==> config.mk <==
export PLATFORM = sky130hd
export DESIGN_NAME = regfile_sequencer
export DESIGN_NICKNAME = d
export VERILOG_FILES = /design/src/rtl/regfile_sequencer.sv
export SDC_FILE = /design/constraint.sdc
export NUM_CORES = 1
export LEC_CHECK = 0
export CORE_MARGIN = 1.5
export CORE_UTILIZATION = 35
export CTS_CLUSTER_DIAMETER = 60
export CTS_CLUSTER_SIZE = 14
export DETAILED_ROUTE_END_ITERATION = 16
export GPL_TIMING_DRIVEN = 0
export HOLD_SLACK_MARGIN = 0.06
export REMOVE_ABC_BUFFERS = 1
export SYNTH_ARGS = -nofsm -noshare
export SYNTH_HDL_FRONTEND = slang
export SYNTH_SLANG_ARGS = --single-unit
==> constraint.sdc <==
create_clock -name CLK -period 2.1 [get_ports CLK]
set_input_delay 0.315 -clock CLK [delete_from_list [all_inputs] [get_ports CLK]]
set_output_delay 0.315 -clock CLK [all_outputs]
set_load 0.005 [all_outputs]
==> src/rtl/regfile_sequencer.sv <==
// regfile_sequencer: four-state (IDLE/READ/EXEC/WB) instruction sequencer that
// reads two sources from a 4x4 register file, runs a 4-bit ALU op and writes back.
`default_nettype none

module regfile_sequencer (
   input  logic       CLK,
   input  logic       RST,
   input  logic       IN_VALID,
   output logic       IN_READY,
   input  logic [0:2] IN_OP,
   input  logic [0:1] IN_RD,
   input  logic [0:1] IN_RS,
   input  logic [0:1] IN_RT,
   input  logic [0:3] IN_IMM,
   output logic [0:1] RF_RS,
   output logic [0:1] RF_RT,
   input  logic [0:3] RF_CRS,
   input  logic [0:3] RF_CRT,
   output logic [0:1] RF_RW,
   output logic [0:3] RF_DW,
   output logic       RF_WE,
   output logic       DONE,
   output logic       FLAG_Z,
   output logic       FLAG_C
);

   typedef enum logic [1:0] {
      IDLE = 2'd0,
      READ = 2'd1,
      EXEC = 2'd2,
      WB   = 2'd3
   } state_t;

   localparam logic [2:0] OP_NOP = 3'b000;
   localparam logic [2:0] OP_LDI = 3'b001;
   localparam logic [2:0] OP_ADD = 3'b010;
   localparam logic [2:0] OP_SUB = 3'b011;
   localparam logic [2:0] OP_AND = 3'b100;
   localparam logic [2:0] OP_OR  = 3'b101;
   localparam logic [2:0] OP_XOR = 3'b110;
   localparam logic [2:0] OP_MOV = 3'b111;

   state_t     state, state_nxt;
   logic [2:0] op;
   logic [1:0] rd;
   logic [3:0] imm;
   logic [1:0] rs_addr, rt_addr, rw_addr;
   logic [3:0] opa, opb, dw;
   logic [4:0] res, res_nxt;
   logic       flag_z, flag_c;

   always_ff @(posedge CLK) begin
      if (RST) state <= IDLE;
      else     state <= state_nxt;
   end

   // RST gates the handshake and write strobes combinationally so a reset
   // arriving during WB suppresses that cycle's write.
   always_comb begin
      state_nxt = state;
      IN_READY  = 1'b0;
      RF_WE     = 1'b0;
      DONE      = 1'b0;
      case (state)
         IDLE: begin
            IN_READY = !RST;
            if (IN_VALID) state_nxt = READ;
         end
         READ: state_nxt = EXEC;
         EXEC: state_nxt = WB;
         WB: begin
            RF_WE     = !RST && (op != OP_NOP);
            DONE      = !RST;
            state_nxt = IDLE;
         end
         default: state_nxt = IDLE;
      endcase
   end

   // Bit 4 carries ADD carry-out; for SUB it is the borrow, i.e. opa < opb.
   always_comb begin
      res_nxt = 5'd0;
      case (op)
         OP_LDI:  res_nxt = {1'b0, imm};
         OP_ADD:  res_nxt = {1'b0, opa} + {1'b0, opb};
         OP_SUB:  res_nxt = {1'b0, opa} - {1'b0, opb};
         OP_AND:  res_nxt = {1'b0, opa & opb};
         OP_OR:   res_nxt = {1'b0, opa | opb};
         OP_XOR:  res_nxt = {1'b0, opa ^ opb};
         OP_MOV:  res_nxt = {1'b0, opa};
         default: res_nxt = 5'd0;
      endcase
   end

   always_ff @(posedge CLK) begin
      if (RST) begin
         op      <= OP_NOP;
         rd      <= 2'd0;
         imm     <= 4'd0;
         rs_addr <= 2'd0;
         rt_addr <= 2'd0;
         rw_addr <= 2'd0;
         opa     <= 4'd0;
         opb     <= 4'd0;
         dw      <= 4'd0;
         res     <= 5'd0;
         flag_z  <= 1'b0;
         flag_c  <= 1'b0;
      end else begin
         case (state)
            IDLE: begin
               if (IN_VALID) begin
                  op      <= IN_OP;
                  rd      <= IN_RD;
                  rs_addr <= IN_RS;
                  rt_addr <= IN_RT;
                  imm     <= IN_IMM;
               end
            end
            READ: begin
               opa <= RF_CRS;
               opb <= RF_CRT;
            end
            EXEC: begin
               res     <= res_nxt;
               rw_addr <= rd;
               dw      <= res_nxt[3:0];
            end
            WB: begin
               if (op != OP_NOP) begin
                  flag_z <= (res[3:0] == 4'd0);
                  flag_c <= res[4];
               end
            end
            default: ;
         endcase
      end
   end

   assign RF_RS  = rs_addr;
   assign RF_RT  = rt_addr;
   assign RF_RW  = rw_addr;
   assign RF_DW  = dw;
   assign FLAG_Z = flag_z;
   assign FLAG_C = flag_c;

endmodule

`default_nettype wire
==> results of run 1 <==
per-layer routing:
layer	share of wire	GRT usage	vias up
li1	-	-	780
met1	0.50	0.2284	693
met2	0.46	0.2321	20
met3	0.028	0.04418	6
met4	0.015	0.05455	0
met5	0	0	-
through the flow:
| stage | worst slack, ps | cells | instance area [sq um] | total power [W] |
|---|---|---|---|---|
| global route | -55.29 | 317 | 2371 | 0.002557 |
| global placement | -549.8 | 304 | 2201 | 0.001816 |
| CTS | 3.983 | 314 | 2322 | 0.002324 |
| detailed placement | -510.9 | 304 | 2201 | 0.001839 |
| finish | 33.30 | 317 | 2371 | 0.002356 |
| floorplan | -73.38 | 196 | 1733 | 0.001530 |
placed cells by master (no fill, tap or decap), types with 3 or more instances in the layout:
master           netlist  final
a211oi_1               3      3
a21oi_1               23     22
buf_4                  4      6
clkbuf_8               0      5
clkdlybuf4s50_1        0     36
dfxtp_1               32     27
dfxtp_4                0      4
ha_1                  18     18
inv_1                 17     17
mux2i_1               13     12
nand2_1               32     31
nand3_1                5      5
nor2_1                16     16
nor2b_1                4      4
xnor2_1                3      3
power groups by stage:
stage / sequential, W / combinational, W / clock (W)
floorplan: 0.000816 / 0.000714 / 0
global placement: 0.000845 / 0.000972 / 0
detailed placement: 0.000849 / 0.000990 / 0
CTS: 0.000826 / 0.00104 / 0.000459
global route: 0.000848 / 0.00122 / 0.000485
finish: 0.000827 / 0.00109 / 0.000438
state kept, by name (all words and copies together), names as in the netlist:
| register | flops |
|---|---|
| FLAG_C | 1 |
| FLAG_Z | 1 |
| RF_DW | 3 |
| RF_RS | 2 |
| RF_RT | 2 |
| RF_RW | 2 |
| imm | 4 |
| op | 3 |
| opa | 4 |
| opb | 4 |
| rd | 2 |
| res | 2 |
| state | 2 |
cell families after synthesis:
group | synth area share
fa+ha+maj | 0.1351
simple gates | 0.1730
mux | 0.1006
flops | 0.3529
xor+xnor | 0.01930
compound gates | 0.1385
buf+inv | 0.08063
area by class of cell:
class / count / area (sq um)
Inverter: 17 / 63.81
Timing Repair Buffer: 44 / 425.4
Multi-Input combinational cell: 147 / 1060
Clock buffer: 6 / 72.57
Clock inverter: 1 / 5.005
Tap cell: 70 / 87.58
Fill cell: 512 / 2671
Sequential cell: 32 / 656.9
repair_timing:
item / 4_1_cts / 5_1_grt
setup buffers: 3 / 3
gates resized for setup: 15 / 6
endpoints found under the setup margin: 7 / 4
pin swaps: 1 / 5
hold buffers: 0 / 0
worst min path at each step:
stage / endpoint / slack (ps) / start
6_report: FLAG_Z$_SDFFE_PP0P_ / 450 / FLAG_Z$_SDFFE_PP0P_
5_1_grt: rd[1]$_SDFFE_PP0P_ / 480 / rd[1]$_SDFFE_PP0P_
4_1_cts: FLAG_Z$_SDFFE_PP0P_ / 450 / FLAG_Z$_SDFFE_PP0P_
3_5_place_dp: FLAG_Z$_SDFFE_PP0P_ / 440 / FLAG_Z$_SDFFE_PP0P_
3_3_place_gp: FLAG_Z$_SDFFE_PP0P_ / 440 / FLAG_Z$_SDFFE_PP0P_
2_1_floorplan: FLAG_C$_SDFFE_PP0P_ / 380 / RST
Yosys cell counts (3+ instances only):
cell      number
mux2i_1       13
a21oi_1       23
dfxtp_1       32
nand3_1        5
inv_1         17
o21ai_0        3
buf_2          3
buf_4          4
nand2_1       32
clkbuf_1       7
a211oi_1       3
ha_1          18
xnor2_1        3
nor2b_1        4
nor2_1        16
worst register-to-register path: stages, from the launching register on:
cell and delay, ps:
dfxtp_4 340, and2b_2 280, nand2_4 80, mux2i_4 200, fa_1 450, xor2_1 180
a221oi_2 280, o32ai_1 120
==> reports/qor.txt, run 1 <==
Crit Path Class -> register to register
Internal Dissipation -> 0.001482 W
Unique masters post-synth -> 39
Die H -> 75.02 um
Root buffer cell -> clkbuf_8
DR pass1 iterations -> 4
Worst slew pin tran -> 735.0 ps
Rel. slew slack -> 0.5100
Buf/Inv on CP -> 0
IO Pins -> 39
Final period util -> 0.9841
Initial antenna violation count -> 0
Hpwl dp -> 2697 um
Synth warnings -> 0
Vias -> 1499
Total grt overflow -> 0
Combinational share of power -> 0.463
Die width -> 75.02 um
Syn_area_per_cell -> 8.604 sq um
DRT iter0 DRCs -> 54
Top delay family on crit path -> adder cells
Startpoint type of the worst setup path -> register
Core region area -> 5042 sq um
Reg2Reg Launch Point -> op[2]$_SDFFE_PP0P_
Worst R2R Setup Slack -> 30 ps
Crit. End Element -> register
Leakage Power -> 0.9458 nW
Initial core utilization -> 0.3600
Hold Crit Depth -> 2
Netlist Area Pre-Place -> 1815 sq um
# setup viols final -> 0
DRC viols -> 0
Slowest CP cell -> fa_1
CP Capture Point -> RF_DW[1]$_SDFFE_PP0P_
Inserted Clock Buffers -> 5
Wirelength, routed -> 3876 um
Yosys top cell area share -> 0.3529
Hold Slack -> 450.3 ps
Clk_skew -> 2.749 ps
Area Growth Syn to Fin -> 30.60%
Post-layout minimum cycle time -> 2067 ps
Sw frac -> 0.3709
Post-synth top area cell -> dfxtp_1
Clk Latency, worst-skew pair -> 280 ps
Slew Viols, Final -> 0
Number of diodes -> 0
Reg-to-Reg End -> RF_DW[1]$_SDFFE_PP0P_
Gr usage total -> 0.1601
Synth top area cells -> dfxtp_1 35%, ha_1 12%, mux2i_1 7.2%, nand2_1 6.6%, a21oi_1 6.3%
Fmax -> 483.9 MHz
Rows -> 26
RD Place Congestion -> 0.8595
Ys flop type -> dfxtp_1
Post-synthesis sequential area ratio -> 0.3529
Die area -> 5628 sq um
Data required time of the critical path -> 2250 ps
Global-route wire length before repair -> 6755 um
CP arrival -> 2210 ps
Sequential power share -> 0.351
Flops & latches, synth -> 32
FF-to-FF path depth -> 7
Worst-path clk slew -> 60 ps
CTS tree -> yes
Peak supply drop -> 0.4757 mV
Longest Clk Path Bufs -> 2
Nets -> 290
Hold Vio Cnt, Final -> 0
Status -> finished, final reports clean
Synth Instances -> 211
Critical-path cell list -> and2b_2, nand2_4, mux2i_4, fa_1, xor2_1, a221oi_2, o32ai_1
Largest net degree at the start of global routing -> 36
Routed vias/inst -> 4.729
Setup TNS -> 0 ps
Crit path depth -> 7
I/O Buffers -> 38
ANT nets after route -> 0
RSZ-0062 raised after global routing -> true
Setup crit start -> op[2]$_SDFFE_PP0P_
CTS sink count -> 32
Number of global-route vias before repair -> 1372
Hold WC Path Type -> register to register
Crit path max fanout -> 5
Async set-or-reset flop fraction in the synthesized netlist -> 0
Share of cells above drive strength 1 -> 0.1093
H-Tree Depth -> 2
Cell Pwr Density -> 993.7 nW/um^2
Finished Core Util -> 0.4702
Max-cap violations -> 0
CP peak stage delay -> 450 ps
Routed WL per cell -> 12.23 um
Post-synth EDFFs -> 0
P_sw -> 0.0008738 W
Clock power frac -> 0.186
Power figures use the tool's default switching activity.
==> run 2: changes to the inputs <==
--- a/config.mk
+++ b/config.mk
@@ -16,3 +16,4 @@
 export SYNTH_ARGS = -nofsm -noshare
 export SYNTH_HDL_FRONTEND = slang
 export SYNTH_SLANG_ARGS = --single-unit
+export TNS_END_PERCENT = 20
==> run 2 against run 1 <==
Power decreased by 1.3%. Critical path type unchanged. Worst setup slack got worse by 40 ps. Sequential cell count unchanged. Final area decreased by 0.11%. The flow now finishes with violations (negative setup slack). Fmax decreased by 1.9%. Clock power increased by 0.9%. First-iteration DRC count decreased by 7.4%.
==> reports/qor.txt, run 2 (synthesized netlist as in run 1, its figures left out) <==
Die H -> 75.02 um
Cell Pwr Density -> 982.1 nW/um^2
Commonest non-fill, non-tap cell in the layout -> clkdlybuf4s50_1
CTS tree -> yes
IO Pins -> 39
Leakage Power -> 0.9527 nW
Final instance count without filler cells -> 319
Combinational share of power -> 0.453
DRT iter0 DRCs -> 50
Hold Vio Cnt, Final -> 0
# setup viols final -> 1
Startpoint type of the worst setup path -> register
Fill count -> 518
DP Area -> 2201 sq um
Hold WC Path Type -> register to register
Setup WS post-layout -> -6.498 ps
Routed vias/inst -> 4.661
Sw frac -> 0.3652
Gr usage total -> 0.1550
Rel. slew slack -> 0.5064
Crit path max fanout -> 8
FF/Latch Area -> 651.9 sq um
Root buffer cell -> clkbuf_8
Longest Clk Path Bufs -> 2
Slew Viols, Final -> 0
Nets -> 292
Die area -> 5628 sq um
Wirelength, routed -> 3761 um
Crit. End Element -> register
Core region area -> 5042 sq um
Largest net degree at the start of global routing -> 36
Max-cap violations -> 0
Data required time of the critical path -> 2240 ps
Global-route wire length before repair -> 6568 um
RSZ-0062 raised after global routing -> true
Hold Slack -> 449.3 ps
CP arrival -> 2240 ps
Die width -> 75.02 um
Sequential power share -> 0.357
Largest registers -> imm: 4 flops, opa: 4 flops, opb: 4 flops
Crit Path Class -> register to register
RD Place Congestion -> 0.8595
CTS sink count -> 32
DR pass1 iterations -> 4
Initial core utilization -> 0.3600
Clock power frac -> 0.190
Area of the multi-input gates -> 1044 sq um
Finished Core Util -> 0.4697
Worst slew pin tran -> 740.4 ps
Rows -> 26
Clk Latency, worst-skew pair -> 280 ps
Fmax -> 474.7 MHz
Status -> complete, but fails checks
Worst-path clk slew -> 60 ps
Number of global-route vias before repair -> 1353
Failing checks -> negative setup slack
Share of cells above drive strength 1 -> 0.1165
Number of diodes -> 0
H-Tree Depth -> 2
P_sw -> 0.0008494 W
Peak supply drop -> 0.4539 mV
Total grt overflow -> 0
Dpl cells -> 304
Post-layout minimum cycle time -> 2106 ps
Inserted Clock Buffers -> 5
Initial antenna violation count -> 0
Most frequent cells in the layout -> 36 x clkdlybuf4s50_1, 31 x nand2_1, 27 x dfxtp_1, 21 x a21oi_1, 18 x ha_1
Internal Dissipation -> 0.001477 W
Post-route design area -> 2369 sq um
Final period util -> 1.003
Vias -> 1487
I/O Buffers -> 38
Area Growth Syn to Fin -> 30.46%
ANT nets after route -> 0
Clk_skew -> 4.070 ps
Routed WL per cell -> 11.79 um
DRC viols -> 0
Overall Power -> 0.002326 W
Hpwl dp -> 2697 um
-- run 2: final cells by class --
cell class,instances,area share
well taps,70,0.03698
multi-input cells,147,0.4406
inverters,17,0.02694
clock inverters,1,0.002113
clock buffers,6,0.03064
repair buffers,46,0.1875
flip-flops and latches,32,0.2752
-- run 2: stage by stage --
step                setup TNS, ps  setup WS (ps)
global route               -302.1         -111.1
detailed placement          -2603         -510.9
global placement            -2606         -549.8
CTS                        -229.8         -155.6
floorplan                  -73.38         -73.38
finish                     -6.498         -6.498
-- run 2: per-layer routing --
metal  part of all wire  global-route usage  vias to the layer above  routed length, um
li1                   -                   -                      787                  -
met1               0.50              0.2158                      668               1893
met2               0.45              0.2291                       26               1684
met3              0.033             0.04418                        6                124
met4              0.015             0.05455                        0                 58
met5                  0                   0                        -                  0
-- run 2: repair_timing --
| item | in CTS | in global routing |
|---|---|---|
| cloned | 0 | 0 |
| hold buffers | 0 | 0 |
| endpoints found under the setup margin | 7 | 5 |
| gates resized for setup | 9 | 7 |
| buffers inserted | 0 | 8 |
| pin swaps | 0 | 4 |
-- run 2: power groups by stage --
stage | clock network, W | registers [W] | logic [W]
after floorplan | 0 | 0.000816 | 0.000714
after global placement | 0 | 0.000845 | 0.000972
after detailed placement | 0 | 0.000849 | 0.000990
after CTS | 0.000459 | 0.000839 | 0.000994
after global routing | 0.000485 | 0.000853 | 0.00120
final | 0.000442 | 0.000830 | 0.00105
-- run 2: final timing paths --
| check | start | to | slack (ps) | depth (start not counted) |
|---|---|---|---|---|
| min reg2reg | FLAG_Z$_SDFFE_PP0P_ | FLAG_Z$_SDFFE_PP0P_ | 450 | 2 |
| max reg2reg | op[2]$_SDFFE_PP0P_ | RF_DW[2]$_SDFFE_PP0P_ | -6 | 7 |
| max | op[2]$_SDFFE_PP0P_ | RF_DW[2]$_SDFFE_PP0P_ | -6 | 7 |
| min | FLAG_Z$_SDFFE_PP0P_ | FLAG_Z$_SDFFE_PP0P_ | 450 | 2 |
-- run 2: worst max-delay path: stages (launching register included) --
cell and delay, ps:
dfxtp_4 380, and2b_2 270, nand2_2 100, mux2i_2 240
fa_1 460, a221o_1 330, o211ai_1 100, a21oi_1 80
